--- src/rtl/seq_det_prog.sv ---
// Programmable Moore sequence detector with run-time pattern, length and overlap mode.
// Define HIT_COUNT_EN to add the saturating hit counter (cnt_clr / hit_cnt ports).
module seq_det_prog #(
  parameter  int MAX_LEN = 8,
  parameter  int CNT_W   = 8,
  localparam int LW      = $clog2(MAX_LEN + 1)
) (
  input  logic               clk,
  input  logic               rst,
  input  logic               cfg_we,
  input  logic [MAX_LEN-1:0] cfg_pat,
  input  logic [LW-1:0]      cfg_len,
  input  logic               cfg_ovl,
  input  logic               x_vld,
  input  logic               x_in,
`ifdef HIT_COUNT_EN
  input  logic               cnt_clr,
  output logic [CNT_W-1:0]   hit_cnt,
`endif
  output logic               out
);

  localparam logic [1:0] S_IDLE = 2'd0;
  localparam logic [1:0] S_SCAN = 2'd1;
  localparam logic [1:0] S_HIT  = 2'd2;

  localparam logic [LW-1:0] L_MAX = LW'(MAX_LEN);

  logic [MAX_LEN-1:0] r_pat;
  logic [MAX_LEN-1:0] r_hist;
  logic [LW-1:0]      r_len;
  logic [LW-1:0]      r_fill;
  logic               r_ovl;
  logic [1:0]         r_state;

  logic               w_acc;
  logic               w_match;
  logic [MAX_LEN-1:0] w_nhist;
  logic [MAX_LEN-1:0] w_mask;
  logic [LW-1:0]      w_nfill;
  logic [LW-1:0]      w_len;

  assign w_len = (cfg_len > L_MAX) ? L_MAX : cfg_len;

  assign w_acc = x_vld && !cfg_we &&
                 (r_state != S_IDLE);

  assign w_nhist = {r_hist[MAX_LEN-2:0], x_in};

  assign w_nfill = (r_fill >= L_MAX) ? L_MAX
                 : r_fill + 1'b1;

  // Only the low len bits of the history take part.
  assign w_mask = ~({MAX_LEN{1'b1}} << r_len);

  assign w_match = (r_len != '0) &&
                   (((w_nhist ^ r_pat) & w_mask) == '0) &&
                   (w_nfill >= r_len);

  always_ff @(posedge clk or negedge rst) begin
    if (!rst) begin
      r_pat   <= '0;
      r_len   <= '0;
      r_ovl   <= 1'b0;
      r_hist  <= '0;
      r_fill  <= '0;
      r_state <= S_IDLE;
    end else if (cfg_we) begin
      r_pat   <= cfg_pat;
      r_len   <= w_len;
      r_ovl   <= cfg_ovl;
      r_hist  <= '0;
      r_fill  <= '0;
      r_state <= (w_len == '0) ? S_IDLE : S_SCAN;
    end else if (w_acc) begin
      r_hist <= w_nhist;
      if (w_match) begin
        r_state <= S_HIT;
        r_fill  <= r_ovl ? w_nfill : '0;
      end else begin
        r_state <= S_SCAN;
        r_fill  <= w_nfill;
      end
    end else if (r_state == S_HIT) begin
      r_state <= S_SCAN;
    end
  end

  assign out = (r_state == S_HIT);

`ifdef HIT_COUNT_EN
  logic [CNT_W-1:0] r_cnt;

  always_ff @(posedge clk or negedge rst) begin
    if (!rst) begin
      r_cnt <= '0;
    end else if (cnt_clr) begin
      r_cnt <= '0;
    end else if (w_acc && w_match &&
                 (r_cnt != '1)) begin
      r_cnt <= r_cnt + 1'b1;
    end
  end

  assign hit_cnt = r_cnt;
`endif

endmodule

--- config.mk ---
export PLATFORM = sky130hd
export DESIGN_NAME = seq_det_prog
export DESIGN_NICKNAME = d
export VERILOG_FILES = /design/src/rtl/seq_det_prog.sv
export SDC_FILE = /design/constraint.sdc
export NUM_CORES = 1
export LEC_CHECK = 0
export CORE_MARGIN = 2
export CORE_UTILIZATION = 50
export CTS_BUF_LIST = sky130_fd_sc_hd__clkbuf_8
export DETAILED_ROUTE_END_ITERATION = 6
export PLACE_DENSITY_LB_ADDON = 0.2
export SLEW_MARGIN = 20
export SYNTH_ARGS = -nofsm -noshare
export SYNTH_HDL_FRONTEND = slang
export SYNTH_SLANG_ARGS = --single-unit
--- constraint.sdc ---
create_clock -name clk -period 2.9 [get_ports clk]
set_clock_uncertainty 0.1 [all_clocks]
set_input_delay 0.87 -clock clk [delete_from_list [all_inputs] [get_ports clk]]
set_output_delay 0.87 -clock clk [all_outputs]
set_load 0.01 [all_outputs]
Word level (Yosys, flattened, before mapping) --
Cells that the tools add are included.
Storage, ports and cells: flip-flop bits (word level) 26, bits of input ports 18, output and inout port bits 1, word-level logic and storage cells 39
Cells by class: $add $sub $neg 1, order comparisons 3, eq/ne operators 1, shifts and indexed selects 1, multiplexer cells 13, bitwise logic cells 3, reduce and logical (&&, ||, !) cells 11
Operator list (count):
- $mux 4 | 6
- $mux 7 | 2
- $and 8x8->8 | 1
- $logic_not 8->1 | 1
- $mux 2 | 4
- $not 8->8 | 1
- $shl 8x4->8 const A | 1
- $xor 8x8->8 | 1
- $add 4x1->4 const B | 1
- $ge 4x4->1 | 1
- $ge 4x4->1 const B | 1
- $gt 4x4->1 const B | 1
- $logic_and 1x1->1 | 4
- $logic_not 4->1 | 1
- $reduce_bool 2->1 | 2
- $reduce_bool 4->1 | 1
- $reduce_bool 3->1 | 1
- $eq 2x2->1 const B | 1
- $logic_not 1->1 | 1
- $mux 1 | 1

Depth between registers and ports, before layout --
depth in word-level cells 9, depth in mapped cells 9, depth with buffers taken out 9

Worst setup path before layout --
OpenSTA, ideal clock, no wires.
kind flip-flop to flip-flop, start point reg r_fill[0], end point reg r_fill[0], library setup time 0.130 ns, data arrival time 2.070 ns, required time 2.670 ns, slack 0.599 ns, stages on the path, launching flop included 9, buffers on the path 0, clock period less this slack 2.301 ns, cell sequence dfrtp_1 -> inv_1 -> ha_1 -> nor2b_1 -> ha_1 -> a2111oi_0 -> or4_4 -> nor4_4 -> o21ai_1
Between the ends: longest elaborated chain between the ends 7, elaborated cells between the ends (all ways) 9, those cells by class add/sub (1); order compare (2); mux (5); reduce/logical (1)
Ends and longest elaborated chain:
- from (decl) | line 32 | logic [LW-1:0] r_fill;
- from (signal assigned) | line 79 | r_fill <= r_ovl ? w_nfill : '0;
- from (signal assigned) | line 82 | r_fill <= w_nfill;
- $add 4x1->4 or $ge 4x4->1 (tied branches) | line 51, 50
- $mux 4 * | line 50 | assign w_nfill = (r_fill >= L_MAX) ? L_MAX
- $ge 4x4->1 | line 58 | (w_nfill >= r_len);
- $logic_and 1x1->1 | line 57 | (((w_nhist ^ r_pat) & w_mask) == '0) &&
- $mux 4 * | line 77 | if (w_match) begin
- $mux 4 * | line 75 | end else if (w_acc) begin
- $mux 4 * | line 68 | end else if (cfg_we) begin
Mark *: on every way between the ends. The rest lies on a longest branch, timed or not. The select of a mux whose other input is x is not followed. A chain may end at the register's enable or synchronous reset.

Worst setup path in the final report --
start point reg r_fill[0], end point reg r_fill[2]
Same word-level chain as after synthesis.

==> impl_metrics.json <==
{
  "status": "complete, no violations",
  "cpMostUsedCell": "ha_1",
  "antenna_found_initial": 0,
  "syn_nets": 143,
  "routed_wl_um": 2480,
  "first_global_vias": 982,
  "min_path_type": "reg2reg",
  "viasPerCell": 5.59,
  "finalHoldViolCount": 0,
  "drive_above_1_share_pct": 17.6,
  "cts_max_path_buffers": 2,
  "insertedDiodeCount": 0,
  "max_slew_margin_pct": 67.3,
  "grt-ovfl-total": 0,
  "setup-violations-final": 0,
  "nets": 167,
  "place.gp.congestion": 0.778,
  "synth_cell_type_count": 33,
  "ys_ff_latch": 26,
  "syn_to_final_growth_pct": 22.0,
  "fin_area_sq_um": 1630,
  "power.leakage_nw": 0.716,
  "cts_root_buf": "clkbuf_8",
  "first_iter_violations": 28,
  "tightest_slew_ns": 0.478,
  "synth_warnings": 0,
  "path_cells": "inv_1 > ha_1 > nor2b_1 > ha_1 > a2111oi_0 > or4_4 > nor4_4 > o21ai_1",
  "grt_usage_pct": 18.0,
  "syn_area_sq_um": 1340,
  "cts_tree": "done",
  "placed_area_sq_um": 1570,
  "max-vdd-ir-drop_v": 0.000393,
  "crit_fanout": 5,
  "final_cells": 172,
  "slew_violations": 0,
  "cts_num_sinks": 26,
  "coreArea_sq_um": 2500,
  "crit_type": "reg2reg",
  "port_buffers": 18,
  "num_vias": 962,
  "multiInputGateArea_sq_um": 642,
  "fin_tns_setup_ns": 0,
  "ant_nets": 0,
  "regArea_sq_um": 651,
  "ys_seq_area_share_pct": 48.7,
  "grt_start_max_net_pins": 27,
  "cts.repair.resized": 0,
  "first_pass_iters": 4,
  "hpwl_um": 1930,
  "cpPeakStageDelay_ns": 0.57,
  "yosysTopAreaCell": "dfrtp_1",
  "nFillCells": 199,
  "max_freq_ghz": 0.405,
  "synth_cells": 119,
  "chipHeight_um": 55.7,
  "rsz0062_at_grt": "false",
  "arrival_ns": 2.53,
  "cts-hold-fix-buffers": 0,
  "postCtsSetupRepairBufs": 0,
  "clkTransAtPathRegs_ns": 0.09,
  "dieArea_sq_um": 3100,
  "avgSynthCellArea_sq_um": 11.2,
  "cts_buffers": 3,
  "required_ns": 2.96,
  "ys_top_cells_by_area": "dfrtp_1 (49%), mux2_2 (7.6%), ha_1 (5.6%), a22o_1 (4.6%), xor2_1 (3.3%)",
  "fin_crit_ns": 2.47,
  "maxCapViolations": 0,
  "drc": 0,
  "crit_slowest_cell": "or4_4",
  "finalCritPeriodShare_pct": 85.1,
  "start_util_pct": 53.4,
  "h-tree-depth": 1,
  "die_w_um": 55.7,
  "wire_per_inst_um": 14.4,
  "end_kind": "flip-flop",
  "grt_pass1_wl_um": 4450,
  "rows": 18,
  "dp.cells": 168,
  "crit_path_start_kind": "flip-flop",
  "synth_top_area_share_pct": 48.7,
  "pin_count": 19,
  "insertion_delay_ns": 0.28,
  "p_per_area_nw_per_um2": 479
}
## cells in the mapped netlist
cell type  instances
inv_1              7
nor4_4             1
o21ai_0            6
mux2_2             9
mux2i_1            1
nand2b_1           2
nor2_1             4
o311ai_2           1
dfrtp_1           26
a32o_1             1
or4_4              1
or3_1              1
clkbuf_1           3
ha_1               6
nor3_2             1
nand3b_1           3
o21a_1             1
a211o_2            1
xor2_1             5
a22oi_1            1
xnor2_1            4
nor3_1             1
nor2b_1            2
or2_2              1
a31o_2             1
buf_2              1
nand2_1            9
a21oi_1            5
a2111oi_0          1
nor4_1             1
a22o_1             7
o41ai_1            1
o21ai_1            4
## cell families (layout without fill, tap and decap cells)
kind of cell               count (synthesis)  in the layout  share of synthesized area [%]
xor gates and xnor gates                   9              9                           5.90
muxes                                     10             10                           8.34
DFF                                       26             26                           48.7
buffers and inverters                     11             34                           3.19
AOI/OAI and AO/OA                         30             30                           16.0
and+or+nand+nor                           27             27                           12.2
adders and majority gates                  6              6                           5.62
## per-layer routing
| layer | up-vias | track usage (%) | part of all wire [%] |
|---|---|---|---|
| li1 | 469 | - | - |
| met1 | 476 | 24.5 | 48 |
| met2 | 14 | 28.4 | 48 |
| met3 | 3 | 4.88 | 2.9 |
| met4 | 0 | 5.23 | 0.64 |
| met5 | - | 0 | 0 |
## layout make-up
type,count,share of cell area (%)
inverter,7,1.61
multi-input combinational,82,39.4
sequential,26,39.9
timing repair buffer,23,13.4
tap,30,2.30
clock buffer,4,3.38
## worst max-delay path: cells and delay by family (launching register included)
kind,cells,cell delay (ns)
AO/OA/AOI/OAI,2,0.21
AND/OR/NAND/NOR,3,1.01
adder cells (fa/ha/maj),2,0.55
flip-flops,1,0.42
buffers and inverters,1,0.06
## worst paths after layout
kind	from	end	slack [ns]	cells after the start
hold / removal	r_pat[0]$_DFFE_PN0P_	r_pat[0]$_DFFE_PN0P_	0.43	1
max in group asynchronous	rst	r_hist[3]$_DFFE_PN0P_	1.59	2
setup reg to reg	r_fill[0]$_DFFE_PN0P_	r_fill[2]$_DFFE_PN0P_	0.43	8
setup / recovery	r_fill[0]$_DFFE_PN0P_	r_fill[2]$_DFFE_PN0P_	0.43	8
min in group asynchronous	rst	r_len[2]$_DFFE_PN0P_	0.85	2
hold reg to reg	r_pat[0]$_DFFE_PN0P_	r_pat[0]$_DFFE_PN0P_	0.43	1
## metrics by stage
| step | worst slack, ns | power [mW] | hold WS, ns | util (%) |
|---|---|---|---|---|
| 2_1_floorplan | 0.599 | 0.494 | 0.393 | - |
| 3_3_place_gp | 0.182 | 0.548 | 0.414 | 63.0 |
| 3_5_place_dp | 0.160 | 0.553 | 0.419 | 63.0 |
| 4_1_cts | 0.419 | 0.792 | 0.439 | 65.2 |
| 5_1_grt | 0.285 | 0.830 | 0.458 | 65.2 |
| 6_report | 0.431 | 0.780 | 0.434 | 65.2 |
## registers in the layout (all words and copies together), names as in the netlist
signal,cells
r_pat,8
r_len,4
r_ovl,1
r_state,2
r_fill,4
r_hist,7
## report_power, final
part	internal (mW)	switching (mW)	total, mW
clock	0.122	0.114	0.235
combinational	0.0736	0.0627	0.136
sequential	0.385	0.0232	0.409
## cells in the final DEF, fill, tap and decap left out, types with 2 or more instances in the layout
master,synthesis,layout
a21oi_1,5,5
a22o_1,7,7
buf_4,0,5
clkbuf_8,0,4
clkdlybuf4s50_1,0,18
dfrtp_1,26,26
ha_1,6,6
inv_1,7,7
mux2_2,9,9
nand2_1,9,9
nand2b_1,2,2
nand3b_1,3,3
nor2_1,4,4
nor2b_1,2,2
o21ai_0,6,6
o21ai_1,4,4
xnor2_1,4,4
xor2_1,5,5
Note: power is estimated with default switching activity, not from simulation.
==> variant (config.mk and constraints unchanged) <==
Add a define of `HIT_COUNT_EN`.
--- a/src/rtl/seq_det_prog.sv
+++ b/src/rtl/seq_det_prog.sv
@@ -1,5 +1,7 @@
 // Programmable Moore sequence detector with run-time pattern, length and overlap mode.
 // Define HIT_COUNT_EN to add the saturating hit counter (cnt_clr / hit_cnt ports).
+`define HIT_COUNT_EN
+
 module seq_det_prog #(
   parameter  int MAX_LEN = 8,
   parameter  int CNT_W   = 8,
Ports: changed (added cnt_clr and hit_cnt); port bits go from 19 to 28. The function was not compared with the original's and may differ.
==> variant against the unedited design <==
Power grew 42%; setup slack lost 0.39 ns; count of clock-buffer cells in the layout rose by 1; design area grew 41%; critical path depth fell by 2; hold slack lost 0.018 ns; synthesized cell count grew 40%; clock power rose by 78%; sequential cell count rose by 8; wire length up 60%; synthesized area increased by 34%; largest power group unchanged; sequential share of layout area fell by 2.8 points.
==> variant: results (changes against the unedited design) <==
OUTCOME
-------------------------------------------------------------------------------------------
Status                                                                         finished, final reports clean

GLOBAL ROUTING
-------------------------------------------------------------------------------------------
Met3 track demand over resource                                                       5.99%   +1.1 points
Wire length of the first global-routing pass                                        6930 um   +56%
Vias in the first global route                                                         1556   +58%
GRT Total Usage                                                                       22.0%   +3.9 points
M1 GR Usage                                                                           26.6%   +2.1 points
Pin count of the biggest net entering global routing                                     35   +30%

LAYOUT
-------------------------------------------------------------------------------------------
Net count reported at finish                                                            226   +35%
Count of multi-input combinational gates                                                118   +44%
Area share of buffers outside the clock network                                       13.4%   +0.057 points
Filler cells                                                                            254   +28%
Non-clock buffers                                                                        32   +39%
Reg area                                                                          851 sq um   +31%
Share of post-route cells with drive strength above 1                                 17.9%   +0.30 points
Non-filler cells in the finished layout                                                 247   +44%
Count of non-CTS inverters in the layout                                                  9   +2
Finished Cell Area                                                               2290 sq um   +41%

CRITICAL PATH
-------------------------------------------------------------------------------------------
Worst r2r path cells                                                                      9   +1
Capturing element of the worst setup path                                        hit_cnt[5]
Setup slack, reg-to-reg                                                             0.07 ns   -0.36 ns
Startpoint types                                                                 input port
Start point of the critical path                                                       x_in

PLACED DESIGN
-------------------------------------------------------------------------------------------
Estimated wirelength of the detail-placed design                                    2880 um   +50%
DP Cell Count                                                                           239   +42%
PortBufs                                                                                 27   +9

POWER
-------------------------------------------------------------------------------------------
Peak supply drop                                                                   0.409 mV   +3.8%
Portion of total power attributed to the clock network                                37.7%   +7.5 points
Leakage power figure                                                               0.999 nW   +39%
Logic gate share of total power                                                       15.3%   -2.2 points
Sum of internal, switching and leakage power                                      0.00111 W   +42%

HOLD PATH
-------------------------------------------------------------------------------------------
Hold Path Origin                                                                      r_ovl

YOSYS
-------------------------------------------------------------------------------------------
Dominant cells by area after synthesis                                         sky130_fd_sc_hd__dfrtp_1, sky130_fd_sc_hd__mux2_2, sky130_fd_sc_hd__ha_1, sky130_fd_sc_hd__a22o_1, sky130_fd_sc_hd__xor2_1
Count of distinct cell types in the synthesized netlist                                  37   +12%
Synth top cells by count                                                       sky130_fd_sc_hd__dfrtp_1, sky130_fd_sc_hd__mux2_2
Post-synthesis sequential area ratio                                                  47.5%   -1.3 points

STA
-------------------------------------------------------------------------------------------
Max_slew headroom                                                                     42.7%   -25 points
Worst hold margin                                                                  0.416 ns   -0.0180 ns

DRT
-------------------------------------------------------------------------------------------
Number of design-rule violations left by the first detailed-router iteration            101   +260%
Final wirelength                                                                    3980 um   +60%
Average via count per standard cell                                                    5.95   +6.3%
Sum of met3 wire segment lengths after detailed routing                              192 um   +170%

CTS
-------------------------------------------------------------------------------------------
CTS Buf Count                                                                             5   +2
Number of cells upsized or downsized after cts                                            4   +4
Sink Count                                                                               34   +31%

variant: cell count changes after synthesis, moves of 4 or more:
cell / change
sky130_fd_sc_hd__nor2b_1: +7
sky130_fd_sc_hd__o21ai_1: -4
sky130_fd_sc_hd__nand3_1: +4
sky130_fd_sc_hd__dfrtp_1: +8
sky130_fd_sc_hd__nor2_1: +5
sky130_fd_sc_hd__nor4_1: +5
sky130_fd_sc_hd__mux2_2: +4
variant: critical path, cell delays in order:
cell                              delay (ns)
sky130_fd_sc_hd__clkdlybuf4s50_1        0.43
sky130_fd_sc_hd__xor2_1                 0.15
sky130_fd_sc_hd__a221o_1                0.29
sky130_fd_sc_hd__or4_4                  0.52
sky130_fd_sc_hd__nor4_2                 0.30
sky130_fd_sc_hd__mux2_2                 0.37
variant: kinds of logic after synthesis:
group           share of synthesized area (%)
simple gates                             15.2
compound gates                           16.7
flops                                    47.5
buf+inv                                  3.21
mux                                      8.16
xor+xnor                                 4.40
fa+ha+maj                                4.88
